### src/rtl/alu_seq_pkg.sv
// Shared types for the sequential ALU: operation encodings and controller states.
package alu_seq_pkg;

    // Operation select as presented on op_i
    typedef enum logic [1:0] {
        OP_ADD = 2'b00,
        OP_SUB = 2'b01,
        OP_MUL = 2'b10,
        OP_DIV = 2'b11
    } op_e;

    // Controller states
    typedef enum logic [1:0] {
        IDLE = 2'b00,
        MUL  = 2'b01,
        DIV  = 2'b10,
        DONE = 2'b11
    } state_e;

endpackage

### src/rtl/alu_seq_bcd.sv
// Combinational binary-to-BCD converter (double-dabble).
// Least-significant decimal digit lands in bcd_o[3:0].
module alu_seq_bcd #(
    parameter int unsigned IN_W   = 8,
    parameter int unsigned DIGITS = 3
) (
    input  logic [IN_W-1:0]     bin_i,
    output logic [4*DIGITS-1:0] bcd_o
);

    logic [4*DIGITS-1:0] bcd;

    // Shift binary in MSB-first, adding 3 to any digit >= 5 before each shift
    always_comb begin
        bcd = '0;
        for (int i = int'(IN_W) - 1; i >= 0; i--) begin
            for (int d = 0; d < int'(DIGITS); d++) begin
                if (bcd[4*d +: 4] >= 4'd5) begin
                    bcd[4*d +: 4] = bcd[4*d +: 4] + 4'd3;
                end
            end
            bcd = {bcd[4*DIGITS-2:0], bin_i[i]};
        end
    end

    assign bcd_o = bcd;

endmodule

### src/rtl/alu_seq_nb.sv
// Sequential ALU: ADD/SUB in one step, shift-add MUL and restoring DIV over WIDTH steps,
// with a start/busy/done handshake.
// Optional BCD output of the registered result is built when ALU_BCD_EN is defined;
// otherwise bcd_out_o is tied to zero.
module alu_seq_nb
    import alu_seq_pkg::*;
#(
    parameter int unsigned WIDTH      = 4,
    parameter int unsigned BCD_DIGITS = 5
) (
    input  logic                    clk_i,
    input  logic                    rst_i,
    input  logic                    start_i,
    input  logic [1:0]              op_i,
    input  logic [WIDTH-1:0]        x_i,
    input  logic [WIDTH-1:0]        y_i,
    input  logic                    cin_i,
    output logic                    busy_o,
    output logic                    done_o,
    output logic [2*WIDTH-1:0]      result_o,
    output logic                    carry_o,
    output logic                    div_zero_o,
    output logic [4*BCD_DIGITS-1:0] bcd_out_o
);

    localparam int unsigned CntW = $clog2(WIDTH + 1);

    state_e               state_q;
    logic                 busy_q;
    logic                 done_q;
    logic [2*WIDTH-1:0]   result_q;
    logic                 carry_q;
    logic                 div_zero_q;

    // Working registers; acc_q holds {remainder, quotient} during DIV
    logic [2*WIDTH-1:0]   acc_q;
    logic [2*WIDTH-1:0]   mcand_q;
    logic [WIDTH-1:0]     mplier_q;   // multiplier for MUL, divisor for DIV
    logic [CntW-1:0]      cnt_q;
    logic                 carry_pend_q;

    logic [WIDTH:0]       add_sum;
    logic [WIDTH:0]       sub_diff;
    logic [2*WIDTH-1:0]   mul_acc_nxt;
    logic [WIDTH:0]       div_shift;
    logic [WIDTH+1:0]     div_trial;
    logic                 div_neg;
    logic [2*WIDTH-1:0]   div_acc_nxt;

    // Single-step arithmetic and one iteration of the MUL and DIV datapaths
    always_comb begin
        add_sum     = {1'b0, x_i} + {1'b0, y_i} + {{WIDTH{1'b0}}, cin_i};
        sub_diff    = {1'b0, x_i} - {1'b0, y_i} - {{WIDTH{1'b0}}, cin_i};
        mul_acc_nxt = mplier_q[0] ? (acc_q + mcand_q) : acc_q;
        // Bring in the next dividend bit, then trial-subtract; the extra top bit is the borrow
        div_shift   = {acc_q[2*WIDTH-1:WIDTH], acc_q[WIDTH-1]};
        div_trial   = {1'b0, div_shift} - {2'b00, mplier_q};
        div_neg     = div_trial[WIDTH+1];
        div_acc_nxt = {(div_neg ? div_shift[WIDTH-1:0] : div_trial[WIDTH-1:0]),
                       acc_q[WIDTH-2:0], ~div_neg};
    end

    // Controller FSM with registered handshake and result outputs
    always_ff @(posedge clk_i or posedge rst_i) begin
        if (rst_i) begin
            state_q      <= IDLE;
            busy_q       <= 1'b0;
            done_q       <= 1'b0;
            result_q     <= '0;
            carry_q      <= 1'b0;
            div_zero_q   <= 1'b0;
            acc_q        <= '0;
            mcand_q      <= '0;
            mplier_q     <= '0;
            cnt_q        <= '0;
            carry_pend_q <= 1'b0;
        end else begin
            case (state_q)
                IDLE: begin
                    done_q <= 1'b0;
                    if (start_i) begin
                        busy_q       <= 1'b1;
                        div_zero_q   <= 1'b0;
                        carry_pend_q <= 1'b0;
                        case (op_e'(op_i))
                            OP_ADD: begin
                                acc_q        <= {{WIDTH{1'b0}}, add_sum[WIDTH-1:0]};
                                carry_pend_q <= add_sum[WIDTH];
                                state_q      <= DONE;
                            end
                            OP_SUB: begin
                                acc_q        <= {{WIDTH{1'b0}}, sub_diff[WIDTH-1:0]};
                                carry_pend_q <= sub_diff[WIDTH];
                                state_q      <= DONE;
                            end
                            OP_MUL: begin
                                acc_q    <= '0;
                                mcand_q  <= {{WIDTH{1'b0}}, x_i};
                                mplier_q <= y_i;
                                cnt_q    <= CntW'(WIDTH);
                                state_q  <= MUL;
                            end
                            OP_DIV: begin
                                if (y_i == '0) begin
                                    // Divide by zero: quotient 0, remainder is the dividend
                                    acc_q      <= {x_i, {WIDTH{1'b0}}};
                                    div_zero_q <= 1'b1;
                                    state_q    <= DONE;
                                end else begin
                                    acc_q    <= {{WIDTH{1'b0}}, x_i};
                                    mplier_q <= y_i;
                                    cnt_q    <= CntW'(WIDTH);
                                    state_q  <= DIV;
                                end
                            end
                            default: state_q <= IDLE;
                        endcase
                    end
                end
                MUL: begin
                    acc_q    <= mul_acc_nxt;
                    mcand_q  <= mcand_q << 1;
                    mplier_q <= mplier_q >> 1;
                    cnt_q    <= cnt_q - CntW'(1);
                    if (cnt_q == CntW'(1)) begin
                        state_q <= DONE;
                    end
                end
                DIV: begin
                    acc_q <= div_acc_nxt;
                    cnt_q <= cnt_q - CntW'(1);
                    if (cnt_q == CntW'(1)) begin
                        state_q <= DONE;
                    end
                end
                DONE: begin
                    result_q <= acc_q;
                    carry_q  <= carry_pend_q;
                    busy_q   <= 1'b0;
                    done_q   <= 1'b1;
                    state_q  <= IDLE;
                end
                default: state_q <= IDLE;
            endcase
        end
    end

    assign busy_o     = busy_q;
    assign done_o     = done_q;
    assign result_o   = result_q;
    assign carry_o    = carry_q;
    assign div_zero_o = div_zero_q;

`ifdef ALU_BCD_EN
    alu_seq_bcd #(
        .IN_W   (2 * WIDTH),
        .DIGITS (BCD_DIGITS)
    ) u_bcd (
        .bin_i (result_q),
        .bcd_o (bcd_out_o)
    );
`else
    assign bcd_out_o = '0;
`endif

endmodule

### config.mk
export PLATFORM = sky130hd
export DESIGN_NAME = alu_seq_nb
export DESIGN_NICKNAME = d
export VERILOG_FILES = /design/src/rtl/alu_seq_pkg.sv /design/src/rtl/alu_seq_bcd.sv /design/src/rtl/alu_seq_nb.sv
export SDC_FILE = /design/constraint.sdc
export NUM_CORES = 1
export LEC_CHECK = 0
export CORE_MARGIN = 2
export CORE_UTILIZATION = 28
export DETAILED_ROUTE_END_ITERATION = 6
export GPL_TIMING_DRIVEN = 0
export PLACE_DENSITY = 0.51
export SLEW_MARGIN = 20
export SYNTH_ARGS = -nofsm -noshare
export SYNTH_HDL_FRONTEND = slang
export SYNTH_SLANG_ARGS = --single-unit
export TNS_END_PERCENT = 10
### constraint.sdc
create_clock -name clk_i -period 2.4 [get_ports clk_i]
set_clock_uncertainty 0.2 [all_clocks]
set_input_delay 0.48 -clock clk_i [delete_from_list [all_inputs] [get_ports clk_i]]
set_output_delay 0.48 -clock clk_i [all_outputs]
set_load 0.05 [all_outputs]
==> results of run 1 <==
[worst paths after layout]
path                               end  slack, ps  cells after the start
setup / recovery              acc_q[1]       -230                     12
hold / removal             result_o[3]        290                      2
setup reg to reg              acc_q[6]        110                      8
hold reg to reg               cnt_q[2]        290                      1
max in group asynchronous   mcand_q[0]       1260                      3
min in group clk_i            cnt_q[2]        290                      1
[where the power goes]
part / switching (mW) / total, mW / internal, mW / leakage (nW)
sequential: 0.255 / 1.19 / 0.938 / 0.476
combinational: 1.97 / 3.32 / 1.34 / 1.26
clock: 0.236 / 0.468 / 0.232 / 0.0482
total: 2.46 / 4.98 / 2.51 / 1.78
[synth_stat cells, types with 2 or more instances]
library cell	n	area [um^2]
a211oi_1	6	45.0
dfrtp_1	38	951
a21oi_1	24	120
o21ai_1	7	35.0
and3_1	3	18.8
o21ai_0	19	95.1
ha_1	27	338
nand2b_1	6	37.5
mux2i_1	7	70.1
o211ai_1	3	22.5
or3_1	3	18.8
inv_1	28	105
a211o_1	2	17.5
nor3_1	3	15.0
xor2_1	5	43.8
a21o_1	8	60.1
buf_4	22	165
xnor2_1	5	43.8
mux2_2	10	113
o31ai_1	2	15.0
nand3_1	5	25.0
o22ai_1	2	12.5
a41oi_1	2	17.5
nor2_1	14	52.6
nand2_1	32	120
nor2b_1	6	37.5
buf_2	2	10.0
fa_1	6	120
a31oi_1	3	18.8
clkbuf_1	5	18.8
[area by class of cell]
class / instances / area share (%)
Multi-Input combinational cell: 259 / 51.2
Timing Repair Buffer: 31 / 8.57
Clock inverter: 1 / 0.131
Tap cell: 140 / 4.58
Clock buffer: 7 / 2.26
Inverter: 28 / 3.01
Buffer: 29 / 5.30
Sequential cell: 38 / 24.9
[logic make-up after synthesis]
| group | share of synthesized area, % |
|---|---|
| AOI/OAI and AO/OA | 19.7 |
| xor gates and xnor gates | 2.87 |
| muxes | 6.84 |
| adders and majority gates | 15.0 |
| DFF | 31.1 |
| other | 0.123 |
| and+or+nand+nor | 14.2 |
| buffers and inverters | 10.2 |
[sequential cells by signal (all words and copies together), names as in the netlist, 2 cells and up]
signal and count:
cnt_q 3, state_q 2, acc_q 8, mplier_q 4
mcand_q 8, result_o 8
[per-layer routing]
layer	wire (um)	track usage, %
met4	79	2.47
met1	3610	17.7
met2	3630	22.9
met3	300	2.47
met5	0	0
[worst max-delay path, stage by stage]
cell      delay, ps
buf_8            80
inv_4            30
fa_2            610
inv_2            60
ha_4            160
nor2_4           80
fa_2            450
a21oi_2         170
a41oi_2          60
nor3_2          250
a211oi_2         70
a21oi_1         150
[stage by stage]
stage | instance area [um^2] | setup WS, ps | utilization [%]
final | 3820 | -233 | 35.6
after global routing | 3820 | -324 | 35.6
after CTS | 3720 | -275 | 34.6
after detailed placement | 3570 | -1280 | 33.2
after global placement | 3550 | -1240 | 33.0
after floorplan | 3130 | -238 | -
[placed cells by master (no fill, tap or decap), types with 3 or more instances in the layout]
cell             netlist  final
xnor2_1                5      5
a21oi_2                1      3
nor2_1                14     13
a21oi_1               24     22
dfrtp_1               38     36
or3_1                  3      3
nand2b_1               6      6
clkbuf_8               0      6
o211ai_1               3      3
fa_1                   6      4
clkbuf_1               5      4
mux2_2                10     10
and3_1                 3      3
clkdlybuf4s50_1        0     16
inv_1                 28     23
dlygate4sd2_1          0      5
nand2_1               32     32
buf_12                 0      3
xor2_1                 5      5
nand3_1                5      5
a21o_1                 8      8
nor2b_1                6      5
o21ai_1                7      8
ha_1                  27     24
a211oi_1               6      5
conb_1                 1     20
buf_4                 22     27
mux2i_1                7      7
o21ai_0               19     18
[repair_timing]
item / CTS / global route
buffers inserted: 3 / 2
setup endpoints to repair: 12 / 14
resized for setup: 40 / 23
pin swaps: 8 / 6
==> results.md, run 1 <==
| Step | Quantity | Reported |
| --- | --- | --- |
| status | Outcome | complete, but fails checks |
| status | Failing checks | negative setup slack |
| final layout | Area used by sequential logic in the layout | 953 um^2 |
| power and ir drop | Power Total | 4.98 mW |
| placement | Number of instances in the placed design | 521 |
| clock tree | CTS HTree Levels | 2 |
| critical path | Critical path launch point type | primary input |
| final layout | Post-route non-filler standard cell count | 533 |
| final layout | Nets | 439 |
| timing | Setup-violating endpoint count in the final report | 4 |
| global route | Vias in the first global route | 2,415 |
| timing | Final worst setup slack | -233 ps |
| synth | Number of standard cells after synthesis | 336 |
| final layout | Footprint of the multi-input gates | 0.00196 mm^2 |
| critical path | Origin of the critical flop-to-flop path | acc_q[3] |
| clock tree | CTS Root Buffer Type | clkbuf_8 |
| timing | Total count of hold-check failures in the final report | 0 |
| hold path | Worst Hold Class | primary input to asynchronous set/reset pin |
| detailed routing | Routed Wire Length | 7620 um |
| timing | Fmax | 0.380 GHz |
| floorplan | Area of the core region | 0.0107 mm^2 |
| timing | Minimum clock period after layout | 2630 ps |
| timing | Worst slack on hold paths | 292 ps |
| synth | Flip-flop cell with the highest count after synthesis | dfrtp_1 |
| synth | Mean instance size in the synthesized netlist | 9.09 um^2 |
| final layout | Fraction of final layout cells with drive strength greater than 1 | 21.9% |
| floorplan | Die X | 108 um |
| global route | Global route total overflow | 0 |
| timing | RSZ-0062 raised after global routing | true |
| clock tree | Register clock-pin slew on the reported worst setup and hold paths | 80 ps |
| detailed routing | Total via count in the routed design | 2,535 |
| detailed routing | Average wire per standard cell | 14.3 um |
| timing | Final worst path period share | 110% |
| global route | All-Layer GR Usage | 13.4% |
| power and ir drop | Cell Pwr Density | 1300 mW/mm^2 |
| clock tree | Worst-case clock buffer depth | 2 |
| floorplan | Total I/O pin count | 46 |
| power and ir drop | Worst IR Drop VDD | 0.000589 V |
| global route | Initial antenna violation count | 0 |
| synth | Synth unique cells | 61 |
| synth | Sequential element share of the synthesized area | 31.1% |
| final layout | Signed area change from the synthesized netlist to the final layout | 25.2% |
| detailed routing | Post-detailed-route count of antenna-violating nets | 0 |
| floorplan | Site Rows | 38 |
| critical path | Critical Path Sink Type | flip-flop |
| floorplan | Die extent in y | 108 um |
| critical path | Critical path start-end classification | primary input to flip-flop |
| clock tree | Clock buffer count from CTS | 5 |
| final layout | Ant diodes | 0 |
| detailed routing | Number of iterations in the first detailed-routing pass | 4 |
| synth | Mapped Area | 0.00305 mm^2 |
| critical path | Req. time, crit path | 2410 ps |
| critical path | Crit Path Max Fanout | 3 |
| clock tree | Clock sinks | 38 |
| timing | Max-slew violations | 0 |
| timing | Total Negative Setup Slacks | -542 ps |
| detailed routing | Residual DRC count | 0 |
| clock tree | TritonCTS clock tree | built |
| power and ir drop | Lkg Pwr | 1.78 nW |
| synth | Post-synth EDFFs | 0 |
| global route | Largest net degree at the start of global routing | 24 |
| critical path | Launching instance or port of the critical path | cin_i |
| placement | Number of buffer cells added on primary ports | 25 |
| clock tree | Number of buffers inserted for hold repair after clock tree synthesis | 0 |
| synth | Number of storage elements in the synthesis netlist | 38 |
| placement | Routability Congestion | 0.802 |
| synth | Synth warnings | 0 |
| clock tree | Insertion delay of the later-clocked pin in the worst-skew pair | 290 ps |
| placement | Dpl hpwl | 6020 um |
| detailed routing | Via density per instance | 4.76 |
| global route | Global-route wire length before repair | 12,300 um |
| floorplan | Starting density of the core | 28.4% |
| floorplan | Area of the die | 0.0118 mm^2 |
| timing | Tightest slew margin relative to the limit | 57.5% |
| timing | Worst-Margin Slew | 638 ps |
| flow run | Total of max-cap violations | 0 |
| detailed routing | DRT iter0 DRCs | 145 |
| synth | Fraction of registers with async set or reset after synthesis | 100% |
| critical path | Data arrival, critical path | 2650 ps |
| final layout | Number of filler instances in the final layout | 1,125 |
Power figures use the tool's default switching activity.
==> inputs of run 2 (changes only) <==
- SYNTH_HIERARCHICAL: unset -> 1
==> results of run 2 <==
The final DEF is identical to that of run 1; final timing and power are the same.
Among the figures that moved: Yosys warning count 0 -> 6
==> inputs of run 3 (changes only) <==
- PLACE_DENSITY: 0.51 -> 0.46
==> run 3 against run 2 <==
The run still ends with negative setup slack left. Non-clock buffer count shrank 2. First-iteration DRC count shrank 46%. Die area is the same. Sequential share of layout area grew 0.33 points. Core utilization shrank 0.56 points. Area after synthesis is the same. Cell area shrank 1.6%. Hold slack lost 12 ps. Largest power group unchanged.
==> results.md, run 3 <==
| Step | Quantity | Reported |
| --- | --- | --- |
| clock tree | Number of buffers inserted for hold repair after clock tree synthesis | 0 |
| timing | Final worst setup slack | -197 ps |
| critical path | Data arrival, critical path | 2540 ps |
| detailed routing | Average wire per standard cell | 14.7 um |
| placement | Routability Congestion | 0.874 |
| timing | Total Negative Setup Slacks | -684 ps |
| power and ir drop | Power Total | 4.92 mW |
| synth | Cell types occupying the most area after synthesis | dfrtp_1 31%, ha_1 11%, buf_4 5.4%, a21oi_1 3.9%, fa_1 3.9% |
| clock tree | Register clock-pin slew on the reported worst setup and hold paths | 80 ps |
| synth | Mean instance size in the synthesized netlist | 9.09 um^2 |
| status | Outcome | complete, but fails checks |
| power and ir drop | Combinational Power Share | 66.8% |
| synth | Mapped Area | 0.00305 mm^2 |
| synth | Synth warnings | 6 |
| critical path | Critical path start-end classification | primary input to flip-flop |
| clock tree | Clock sinks | 38 |
| synth | Synth unique cells | 61 |
| status | Failing checks | negative setup slack |
| global route | Vias in the first global route | 2,447 |
| synth | Share of the synthesized area in the top cell type | 31.1% |
| power and ir drop | Part of the power in registers | 24.1% |
| global route | Global route total overflow | 0 |
| critical path | Slowest cell on crit path | fa_2 |
| power and ir drop | Lkg Pwr | 1.76 nW |
| clock tree | CTS HTree Levels | 2 |
| critical path | Req. time, crit path | 2350 ps |
| floorplan | Die X | 108 um |
| floorplan | Total I/O pin count | 46 |
| timing | Tightest slew margin relative to the limit | 55.3% |
| floorplan | Starting density of the core | 28.4% |
| detailed routing | DRT iter0 DRCs | 78 |
| critical path | Ordered list of cells on the worst path | buf_12, inv_6, fa_2, inv_2, ha_4, o21ai_1, a311oi_1, or4b_1, a31oi_2, a211oi_1 |
| global route | Initial antenna violation count | 0 |
| synth | Dominant cell by count in the synthesized netlist | dfrtp_1 |
| critical path | Crit Path Max Fanout | 4 |
| flow run | Total of max-cap violations | 0 |
| synth | Post-synthesis cell type with the largest combined area | dfrtp_1 |
| synth | Most instantiated cells after synthesis | 38 x dfrtp_1, 32 x nand2_1, 28 x inv_1 |
| final layout | Signed area change from the synthesized netlist to the final layout | 23.3% |
| critical path | Largest stage delay on the critical path | 590 ps |
| timing | Minimum clock period after layout | 2600 ps |
| detailed routing | Via density per instance | 4.72 |
| hold path | Origin of the worst min-delay path | cnt_q[2] |
| floorplan | Site Rows | 38 |
| detailed routing | Top routing layer in use | met4 |
| placement | Number of buffer cells added on primary ports | 25 |
| final layout | Nets | 437 |
| placement | Dpl hpwl | 6100 um |
| timing | Setup-violating endpoint count in the final report | 5 |
| timing | Worst-Margin Slew | 670 ps |
| final layout | Fraction of final layout cells with drive strength greater than 1 | 19.8% |
| detailed routing | WL met1 | 3720 um |
| clock tree | Clock buffer count from CTS | 5 |
| timing | RSZ-0062 raised after global routing | true |
| floorplan | Die extent in y | 108 um |
| synth | Number of storage elements in the synthesis netlist | 38 |
| floorplan | Area of the die | 0.0118 mm^2 |
| final layout | Number of filler instances in the final layout | 1,150 |
| timing | Final worst path period share | 108% |
| final layout | Ant diodes | 0 |
| final layout | Most common cell after layout, fill and taps aside | dfrtp_1 |
| synth | Flip-flop cell with the highest count after synthesis | dfrtp_1 |
| power and ir drop | Worst IR Drop VDD | 0.000612 V |
| critical path | Critical Path Sink Type | flip-flop |
| clock tree | CTS Root Buffer Type | clkbuf_8 |
| clock tree | Worst-case clock buffer depth | 2 |
| global route | Largest net degree at the start of global routing | 22 |
| synth | Post-synth EDFFs | 0 |
| critical path | Origin of the critical flop-to-flop path | acc_q[3] |
| detailed routing | Residual DRC count | 0 |
| final layout | Leading cell types in the layout, fill and taps excluded | 38 x dfrtp_1, 32 x nand2_1, 25 x buf_4, 25 x ha_1, 24 x inv_1 |
| placement | Setup Slack @ Placement | -1260 ps |
| synth | Number of standard cells after synthesis | 336 |
| power and ir drop | Share of total power consumed by net switching | 49.6% |
| global route | Global-route wire length before repair | 12,600 um |
| timing | Total count of hold-check failures in the final report | 0 |
| detailed routing | Total via count in the routed design | 2,499 |
| detailed routing | Routed Wire Length | 7760 um |
| detailed routing | Post-detailed-route count of antenna-violating nets | 0 |
| clock tree | TritonCTS clock tree | built |
| critical path | Critical path launch point type | primary input |
| detailed routing | Detail Route met3 WL | 314 um |
| power and ir drop | P_sw | 2.44 mW |
| hold path | Worst Hold Class | flip-flop to flip-flop |
| power and ir drop | Cell Pwr Density | 1310 mW/mm^2 |
| global route | All-Layer GR Usage | 14.0% |
| timing | Max-slew violations | 0 |
| floorplan | Area of the core region | 0.0107 mm^2 |
| clock tree | Insertion delay of the later-clocked pin in the worst-skew pair | 290 ps |
| detailed routing | Number of iterations in the first detailed-routing pass | 4 |
| power and ir drop | Relative contribution of the clock network to total power | 9.1% |
| critical path | Launching instance or port of the critical path | y_i[0] |
| synth | Sequential element share of the synthesized area | 31.1% |
| detailed routing | Routed length on met2 | 3610 um |
| power and ir drop | Cell internal pwr | 2.48 mW |
| synth | Fraction of registers with async set or reset after synthesis | 100% |
| timing | Fmax | 0.385 GHz |
## run 3: worst paths after layout
check	end	slack (ps)	depth (start not counted)
worst min-delay path	cnt_q[2]	280	1
worst min register to register	cnt_q[2]	280	1
max in group asynchronous	done_o	1210	3
min in group asynchronous	mcand_q[7]	330	2
worst max-delay path	acc_q[3]	-200	10
worst max register to register	acc_q[6]	-100	8
## run 3: per-stage QoR
stage               std cells  utilization (%)  cell area, um^2  hold slack [ps]
detailed placement        521             33.3             3580              270
global placement          520             33.0             3550              266
global route              529             35.0             3760              325
CTS                       529             34.4             3700              281
floorplan                 355                -             3130              242
finish                    529             35.0             3760              279
## run 3: critical path: cells and delay by family
kind,cells,cell delay [ps]
adder cells (fa/ha/maj),2,750
AND/OR/NAND/NOR,1,500
buffers and inverters,3,170
AO/OA/AOI/OAI,4,640
## run 3: metal layers
| layer | up-vias | global-route usage, % |
|---|---|---|
| met5 | - | 0 |
| met4 | 0 | 3.57 |
| met3 | 10 | 2.41 |
| met2 | 57 | 23.0 |
| met1 | 1183 | 19.0 |
| li1 | 1249 | - |
## run 3: power groups by stage
stage | sequential [mW] | clock, mW | combinational, mW
after floorplan | 1.40 | 0 | 2.14
after global placement | 1.20 | 0 | 3.19
after detailed placement | 1.20 | 0 | 3.22
after CTS | 1.19 | 0.466 | 3.25
after global routing | 1.23 | 0.492 | 3.65
final | 1.18 | 0.447 | 3.29
## run 3: layout make-up
class	instances	area [um^2]	area share [%]
multi-input cells	259	1940	51.5
flip-flops and latches	38	951	25.3
repair buffers	29	299	7.94
plain buffers	29	201	5.35
well taps	140	175	4.65
inverters	28	115	3.06
clock buffers	6	82.6	2.19
## run 3: cell families after synthesis
group | synth area share (%)
buf+inv | 10.2
fa+ha+maj | 15.0
xor+xnor | 2.87
flops | 31.1
mux | 6.84
simple gates | 14.2
other cells | 0.123
compound gates | 19.7
## run 3: what timing repair did
item	4_1_cts	5_1_grt
endpoints found under the setup margin	18	6
pin swaps	7	6
setup buffers	3	0
resized for setup	38	15
